--- src/rtl/pipelined_segmented_adder_if.sv ---
`default_nettype none
// ============================================================================
// Module : pipelined_segmented_adder_if
// Brief  : Valid/ready operand and result bus for the segmented adder.
// Rev    : 1.0  initial release
// ============================================================================
interface pipelined_segmented_adder_if #(
    parameter int DATA_WIDTH = 32
);
    logic                  in_valid;
    logic                  in_ready;
    logic [DATA_WIDTH-1:0] a;
    logic [DATA_WIDTH-1:0] b;
    logic                  cin;
    logic                  sub;
    logic                  out_valid;
    logic                  out_ready;
    logic [DATA_WIDTH-1:0] sum;
    logic                  cout;
    logic                  overflow;

    modport master (
        output in_valid, a, b, cin, sub, out_ready,
        input  in_ready, out_valid, sum, cout, overflow
    );

    modport slave (
        input  in_valid, a, b, cin, sub, out_ready,
        output in_ready, out_valid, sum, cout, overflow
    );
endinterface
`default_nettype wire

--- src/rtl/pipelined_segmented_adder.sv ---
`default_nettype none
// ============================================================================
// Module : pipelined_segmented_adder
// Brief  : Add/subtract split into NUM_STAGES segments, one segment per stage.
// Rev    : 1.0  initial release
// ============================================================================
module pipelined_segmented_adder #(
    parameter int DATA_WIDTH = 32,
    parameter int NUM_STAGES = 4
) (
    input  wire logic                  clk,
    input  wire logic                  rst_n,
    pipelined_segmented_adder_if.slave bus
);
    localparam int c_seg_w = DATA_WIDTH / NUM_STAGES;

    logic w_advance;

    for (genvar k = 0; k < NUM_STAGES; k++) begin : g_stage
        // Operands shrink by one segment per stage; results grow by one.
        localparam int c_op_w  = (NUM_STAGES - k) * c_seg_w;
        localparam int c_res_w = (k + 1) * c_seg_w;

        logic [c_op_w-1:0]  w_a;
        logic [c_op_w-1:0]  w_b;
        logic               w_cin;
        logic               w_vin;
        logic [c_seg_w:0]   w_seg;
        logic [c_res_w-1:0] w_res;

        if (k == 0) begin : g_first
            assign w_a   = bus.a;
            assign w_b   = bus.sub ? ~bus.b : bus.b;
            assign w_cin = bus.sub | bus.cin;
            assign w_vin = bus.in_valid;
            assign w_res = w_seg[c_seg_w-1:0];
        end else begin : g_next
            assign w_a   = g_stage[k-1].g_mid.r_a;
            assign w_b   = g_stage[k-1].g_mid.r_b;
            assign w_cin = g_stage[k-1].g_mid.r_carry;
            assign w_vin = g_stage[k-1].g_mid.r_valid;
            assign w_res = {w_seg[c_seg_w-1:0], g_stage[k-1].g_mid.r_res};
        end

        assign w_seg = {1'b0, w_a[c_seg_w-1:0]} + {1'b0, w_b[c_seg_w-1:0]}
                     + {{c_seg_w{1'b0}}, w_cin};

        if (k < NUM_STAGES - 1) begin : g_mid
            logic                        r_valid;
            logic                        r_carry;
            logic [c_op_w-c_seg_w-1:0]   r_a;
            logic [c_op_w-c_seg_w-1:0]   r_b;
            logic [c_res_w-1:0]          r_res;

            always_ff @(posedge clk or negedge rst_n) begin
                if (!rst_n) begin
                    r_valid <= 1'b0;
                    r_carry <= 1'b0;
                    r_a     <= '0;
                    r_b     <= '0;
                    r_res   <= '0;
                end else if (w_advance) begin
                    r_valid <= w_vin;
                    r_carry <= w_seg[c_seg_w];
                    r_a     <= w_a[c_op_w-1:c_seg_w];
                    r_b     <= w_b[c_op_w-1:c_seg_w];
                    r_res   <= w_res;
                end
            end
        end else begin : g_last
            logic               r_valid;
            logic               r_cout;
            logic               r_ovf;
            logic [c_res_w-1:0] r_sum;

            always_ff @(posedge clk or negedge rst_n) begin
                if (!rst_n) begin
                    r_valid <= 1'b0;
                    r_cout  <= 1'b0;
                    r_ovf   <= 1'b0;
                    r_sum   <= '0;
                end else if (w_advance) begin
                    r_valid <= w_vin;
                    r_cout  <= w_seg[c_seg_w];
                    // Carry into the MSB is recovered from the MSB's own sum bit.
                    r_ovf   <= w_a[c_op_w-1] ^ w_b[c_op_w-1] ^ w_seg[c_seg_w-1]
                             ^ w_seg[c_seg_w];
                    r_sum   <= w_res;
                end
            end
        end
    end

    // A full-pipeline stall holds every stage whenever the result is blocked.
    assign w_advance     = !g_stage[NUM_STAGES-1].g_last.r_valid || bus.out_ready;
    assign bus.in_ready  = w_advance;
    assign bus.out_valid = g_stage[NUM_STAGES-1].g_last.r_valid;
    assign bus.sum       = g_stage[NUM_STAGES-1].g_last.r_sum;
    assign bus.cout      = g_stage[NUM_STAGES-1].g_last.r_cout;
    assign bus.overflow  = g_stage[NUM_STAGES-1].g_last.r_ovf;

endmodule
`default_nettype wire

--- src/flat_wrapper.sv ---
// flat-port wrapper written by rule: the top's interface ports become plain ports
module pipelined_segmented_adder_flat 
#(
    parameter int DATA_WIDTH = 32,
    parameter int NUM_STAGES = 4
)
  (clk, rst_n, bus_in_valid, bus_a, bus_b, bus_cin, bus_sub, bus_out_ready, bus_in_ready, bus_out_valid, bus_sum, bus_cout, bus_overflow);
  pipelined_segmented_adder_if #(.DATA_WIDTH(DATA_WIDTH)) bus_i ();
  input  wire logic clk;
  input  wire logic rst_n;
  input wire logic [$bits(bus_i.in_valid)-1:0] bus_in_valid;
  input wire logic [$bits(bus_i.a)-1:0] bus_a;
  input wire logic [$bits(bus_i.b)-1:0] bus_b;
  input wire logic [$bits(bus_i.cin)-1:0] bus_cin;
  input wire logic [$bits(bus_i.sub)-1:0] bus_sub;
  input wire logic [$bits(bus_i.out_ready)-1:0] bus_out_ready;
  output wire logic [$bits(bus_i.in_ready)-1:0] bus_in_ready;
  output wire logic [$bits(bus_i.out_valid)-1:0] bus_out_valid;
  output wire logic [$bits(bus_i.sum)-1:0] bus_sum;
  output wire logic [$bits(bus_i.cout)-1:0] bus_cout;
  output wire logic [$bits(bus_i.overflow)-1:0] bus_overflow;
  assign bus_i.in_valid = bus_in_valid;
  assign bus_i.a = bus_a;
  assign bus_i.b = bus_b;
  assign bus_i.cin = bus_cin;
  assign bus_i.sub = bus_sub;
  assign bus_i.out_ready = bus_out_ready;
  assign bus_in_ready = bus_i.in_ready;
  assign bus_out_valid = bus_i.out_valid;
  assign bus_sum = bus_i.sum;
  assign bus_cout = bus_i.cout;
  assign bus_overflow = bus_i.overflow;
  pipelined_segmented_adder #(.DATA_WIDTH(DATA_WIDTH), .NUM_STAGES(NUM_STAGES)) u_core (.clk(clk), .rst_n(rst_n), .bus(bus_i));
endmodule
--- config.mk ---
export PLATFORM = sky130hd
export DESIGN_NAME = pipelined_segmented_adder_flat
export DESIGN_NICKNAME = d
export VERILOG_FILES = /design/src/rtl/pipelined_segmented_adder_if.sv /design/src/rtl/pipelined_segmented_adder.sv /design/src/flat_wrapper.sv
export SDC_FILE = /design/constraint.sdc
export NUM_CORES = 1
export LEC_CHECK = 0
export CAP_MARGIN = 15
export CELL_PAD_IN_SITES_DETAIL_PLACEMENT = 1
export CELL_PAD_IN_SITES_GLOBAL_PLACEMENT = 2
export CORE_MARGIN = 4
export CORE_UTILIZATION = 33
export DETAILED_ROUTE_END_ITERATION = 8
export PLACE_DENSITY = 0.73
export SYNTH_ARGS = -nofsm -noshare
export SYNTH_HDL_FRONTEND = slang
export SYNTH_SLANG_ARGS = --single-unit
--- constraint.sdc ---
create_clock -name clk -period 6 [get_ports clk]
set_clock_uncertainty 0.1 [all_clocks]
set_input_delay 0.6 -clock clk [delete_from_list [all_inputs] [get_ports clk]]
set_output_delay 0.6 -clock clk [all_outputs]
set_load 0.01 [all_outputs]
# Word-level counts from Yosys, hierarchy flattened
# Index checks and enable logic that the tools add are counted.
[word_totals]
output_inout_bits = 36
ff_bits = 185
word_cells = 35
in_bits = 70
[classes]
n_bitwise = 5
add_sub_neg = 8
mux = 1
n_reduce_logical = 2
[ops]
columns = ["op", "count"]
rows = [
  ["$add A8 B8 Y9", 4],
  ["$add A9 B1 Y9", 4],
  ["$mux W32", 1],
  ["$not A32 Y32", 1],
  ["$xor A1 B1 Y1", 3],
  ["$logic_not A1 Y1", 1],
  ["$logic_or A1 B1 Y1", 1],
  ["$or A1 B1 Y1", 1],
]

# Depth between registers and ports, before layout
[logic_depth]
depth_word = 4
ltp_mapped = 11

# Worst setup path after synthesis
# No wires, ideal clock.
[synth_path]
path_kind = "input to register"
startpoint = "input bus_sub"
endpoint = "register u_core.g_stage[0].g_mid.r_res[6]"
stages = 11
path_slack_ps = 3238
arrival_ps = 2593
path_cell_list = "buf_2 > buf_2 > or2_2 > fa_1 > inv_1 > fa_1 > nor2b_1 > o21ai_1 > a21boi_1 > or3_1 > nand3_1"
[synth_via]
elab_chain_cells = 3
[synth_lines]
columns = ["item", "line_no", "source"]
rows = [
  ["start, declared", "flat_wrapper.sv:15", "input wire logic [$bits(bus_i.sub)-1:0] bus_sub;"],
  ["$mux W32", "pipelined_segmented_adder.sv:33", "assign w_b = bus.sub ? ~bus.b : bus.b;"],
  ["$add A8 B8 Y9", "pipelined_segmented_adder.sv:45", "assign w_seg = {1'b0, w_a[c_seg_w-1:0]} + {1'b0, w_b[c_seg_w-1:0]}"],
  ["$add A9 B1 Y9 *", "pipelined_segmented_adder.sv:46", "+ {{c_seg_w{1'b0}}, w_cin};"],
  ["end signal, assigned", "pipelined_segmented_adder.sv:67", "r_res <= w_res;"],
  ["end, declared", "pipelined_segmented_adder.sv:53", "logic [c_res_w-1:0] r_res;"],
]
# Every way passes the cells marked *; elsewhere a longest branch is shown, timed or not.
# A chain may end at the register's enable or synchronous reset.

# Worst setup path after layout
[layout_path]
startpoint = "input bus_out_ready"
endpoint = "output bus_in_ready"
[layout_via]
elab_chain_cells = 1
[layout_lines]
columns = ["item", "line_no", "source"]
rows = [
  ["start, declared", "flat_wrapper.sv:16", "input wire logic [$bits(bus_i.out_ready)-1:0] bus_out_ready;"],
  ["$logic_or A1 B1 Y1", "pipelined_segmented_adder.sv:95", "assign w_advance = !g_stage[NUM_STAGES-1].g_last.r_valid || bus.out_ready;"],
  ["end, declared", "flat_wrapper.sv:17", "output wire logic [$bits(bus_i.in_ready)-1:0] bus_in_ready;"],
]
# No other way between the ends.

==> summary.md <==
| Metric | Value |
|---|---|
| CTS sink cnt | `185` |
| CTS tree | `built` |
| Final wirelength | `19260 um` |
| TNS Setup | `0 ps` |
| Cell count after synthesis | `920` |
| Longest Clk Path Bufs | `2` |
| DP HPWL | `12660 um` |
| Largest area contributor in the netlist | `dfrtp_1` |
| Minimum clock period | `3209 ps` |
| GRT Util Overall | `14.30%` |
| Initial DRC Count | `340` |
| GRT overflow | `0` |
| Chip height | `167.9 um` |
| Crit Path Class | `primary input to primary output` |
| Syn_area_per_cell | `9.166 sq um` |
| Final period util | `53.49%` |
| CTS buffer count | `17` |
| Leak | `4.956 nW` |
| Area contributors post-synth | `dfrtp_1, nand2_1, ha_1, xnor2_1, buf_2` |
| Worst setup SP type | `primary input` |
| Detail Route Antenna Nets | `0` |
| Final Hold Vio Count | `0` |
| Status | `finished clean` |
| Htree depth | `4` |
| DR DRC count | `0` |
| Global-route wire length before repair | `33380 um` |
| Seq/Total Area, Yosys | `54.90%` |
| Warnings, synthesis | `0` |
| Top_reg_cell synth | `dfrtp_1` |
| Synth cell types | `50` |
| Vias in the first global route | `6467` |
| Layout area overhead | `21.85%` |
| Crit path required time | `5300 ps` |
| Initial core utilization | `33.49%` |
| Post-layout util | `40.81%` |
| Drt pass-1 iters | `4` |
| Row cnt | `58` |
| Post-synth EDFFs | `0` |
| Final slew viol count | `0` |
| Final setup fails | `0` |
| Post-CTS setup buffer count | `0` |
| Die W | `167.9 um` |
| I/O pin total | `106` |
| Largest net degree at the start of global routing | `212` |
| GP Congestion | `0.7320` |
| Crit path max fanout | `89` |
| Clock Pin Slew Worst Setup and Hold Paths | `80 ps` |
| Critical Path AT | `2510 ps` |
| HP Class | `primary input to asynchronous set/reset pin` |
| Async S/R FF share, synth | `100.0%` |
| RSZ-0062 raised after global routing | `false` |
| Final Power | `5.345 mW` |
| Area share of the largest cell type after synthesis | `54.90%` |
| CP Capture Type | `primary output` |
| Power density over the cells | `520.1 nW/um^2` |
| VDD IR max | `0.2785 mV` |
| Slew @ Worst Pin | `942.8 ps` |
| Clock root cell | `clkbuf_16` |
| Antenna cells | `0` |
| Cell area after synthesis | `8433 sq um` |
| Fmax | `0.3116 GHz` |
| Die area | `28180 sq um` |
| Initial antenna violation count | `0` |
| Vias/cell | `4.552` |
| Routed vias | `6114` |
| Max-cap violations | `0` |
| # nets final | `1106` |
| Resize count post-CTS | `0` |
| Max-slew headroom | `37.14%` |
| Wirelength per Cell | `14.34 um` |
| Clk_lat worst skew | `430 ps` |
| Core ar. | `25180 sq um` |
| Share of layout cells above drive strength 1 | `4.640%` |
| CTS Hold Bufs | `0` |
| Post-synthesis register bit count | `185` |
| Mapped Nets | `1026` |
| Number of port buffers | `105` |
-- layer usage --
layer | wire length, um | vias to the layer above | GRT usage, %
met2 | 8554 | 82 | 22.24
met4 | 177 | 0 | 3.599
met1 | 9927 | 2925 | 20.68
met5 | 0 | - | 0
li1 | - | 3096 | -
met3 | 602 | 11 | 2.724
-- cell usage after synthesis (all sizes together), types with 4 or more instances --
| cell type | n |
|---|---|
| o211ai | 6 |
| inv | 9 |
| fa | 8 |
| nand2 | 438 |
| a21oi | 32 |
| xor2 | 15 |
| xnor2 | 37 |
| nand3 | 4 |
| clkbuf | 12 |
| nor2 | 20 |
| dfrtp | 185 |
| o21ai | 36 |
| buf | 36 |
| a21o | 11 |
| ha | 28 |
-- report_power, final --
group	total (mW)	internal (mW)	switching, mW
Clock	1.12	0.592	0.529
Combinational	2.07	0.928	1.15
Sequential	2.15	1.81	0.342
-- path summary, 6_finish.rpt --
path                       slack, ps                             start  cells after the start                                             to
setup / recovery                2790                     bus_out_ready                      4                                   bus_in_ready
setup reg to reg                3470  u_core.bus.out_valid$_DFFE_PN0P_                      5  u_core.g_stage[2].g_mid.r_res[22]$_DFFE_PN0P_
min in group clk                 370    u_core.bus.sum[22]$_DFFE_PN0P_                      2                 u_core.bus.sum[22]$_DFFE_PN0P_
hold reg to reg                  370    u_core.bus.sum[22]$_DFFE_PN0P_                      2                 u_core.bus.sum[22]$_DFFE_PN0P_
max in group asynchronous       4480                             rst_n                      2   u_core.g_stage[1].g_mid.r_res[8]$_DFFE_PN0P_
hold / removal                   180                             rst_n                      1    u_core.g_stage[0].g_mid.r_valid$_DFFE_PN0P_
-- registers in the layout, indices dropped and copies added, names as in the netlist --
name	count
u_core.g_stage.g_mid.r_carry	3
u_core.g_stage.g_mid.r_a	48
u_core.bus.out_valid	1
u_core.g_stage.g_mid.r_b	48
u_core.bus.overflow	1
u_core.g_stage.g_mid.r_valid	3
u_core.g_stage.g_mid.r_res	48
u_core.bus.sum	32
u_core.bus.cout	1
-- area by class of cell --
class,instances,area (sq um)
clock inverter,14,148.9
clock buffer,18,429.2
tap,330,412.9
fill,2881,14910
sequential,185,4629
inverter,9,36.28
multi-input combinational,678,3527
timing repair buffer,109,1092
-- layout by cell type, fill, tap and decap left out, types with 2 or more instances in the layout --
cell type	netlist	layout
buf_4	1	3
nor3b_1	2	2
nand4_1	3	3
o21bai_1	3	3
nor4b_1	2	2
o211ai_1	6	6
ha_1	28	28
nand3_1	4	4
clkbuf_16	0	17
xnor2_1	37	37
and3b_1	2	2
o31ai_1	2	2
a21oi_1	30	30
or3_1	3	3
clkdlybuf4s50_1	0	103
a21boi_1	2	2
a21o_1	10	10
inv_6	0	5
fa_1	8	8
inv_1	7	7
a211oi_1	3	3
xor2_1	15	15
o21ai_0	34	34
a31oi_1	2	2
nand4b_1	2	2
inv_8	0	4
dfrtp_1	185	185
nand2b_1	2	2
nor2_1	20	20
clkinv_4	0	2
nand2_1	437	437
a21oi_2	2	2
-- logic make-up after synthesis --
logic type,share of synthesized area [%]
AO/OA/AOI/OAI,7.611
buffers and inverters,3.339
AND/OR/NAND/NOR,22.70
XOR/XNOR,5.401
adder cells (fa/ha/maj),6.053
flip-flops,54.90
-- per-stage QoR --
step	hold slack, ps	instance area [sq um]	instances	setup WS (ps)
finish	177.0	10280	1343	2791
global route	260.4	10280	1343	2634
CTS	210.7	10280	1343	2737
floorplan	204.4	8433	920	3238
global placement	347.9	9698	1311	2749
detailed placement	355.4	9698	1311	2698
-- worst max-delay path: stages --
cell             delay [ps]
clkdlybuf4s50_1         510
nor2b_4                  70
inv_4                   650
clkdlybuf4s50_1         680
(Power assumes the default switching activity.)
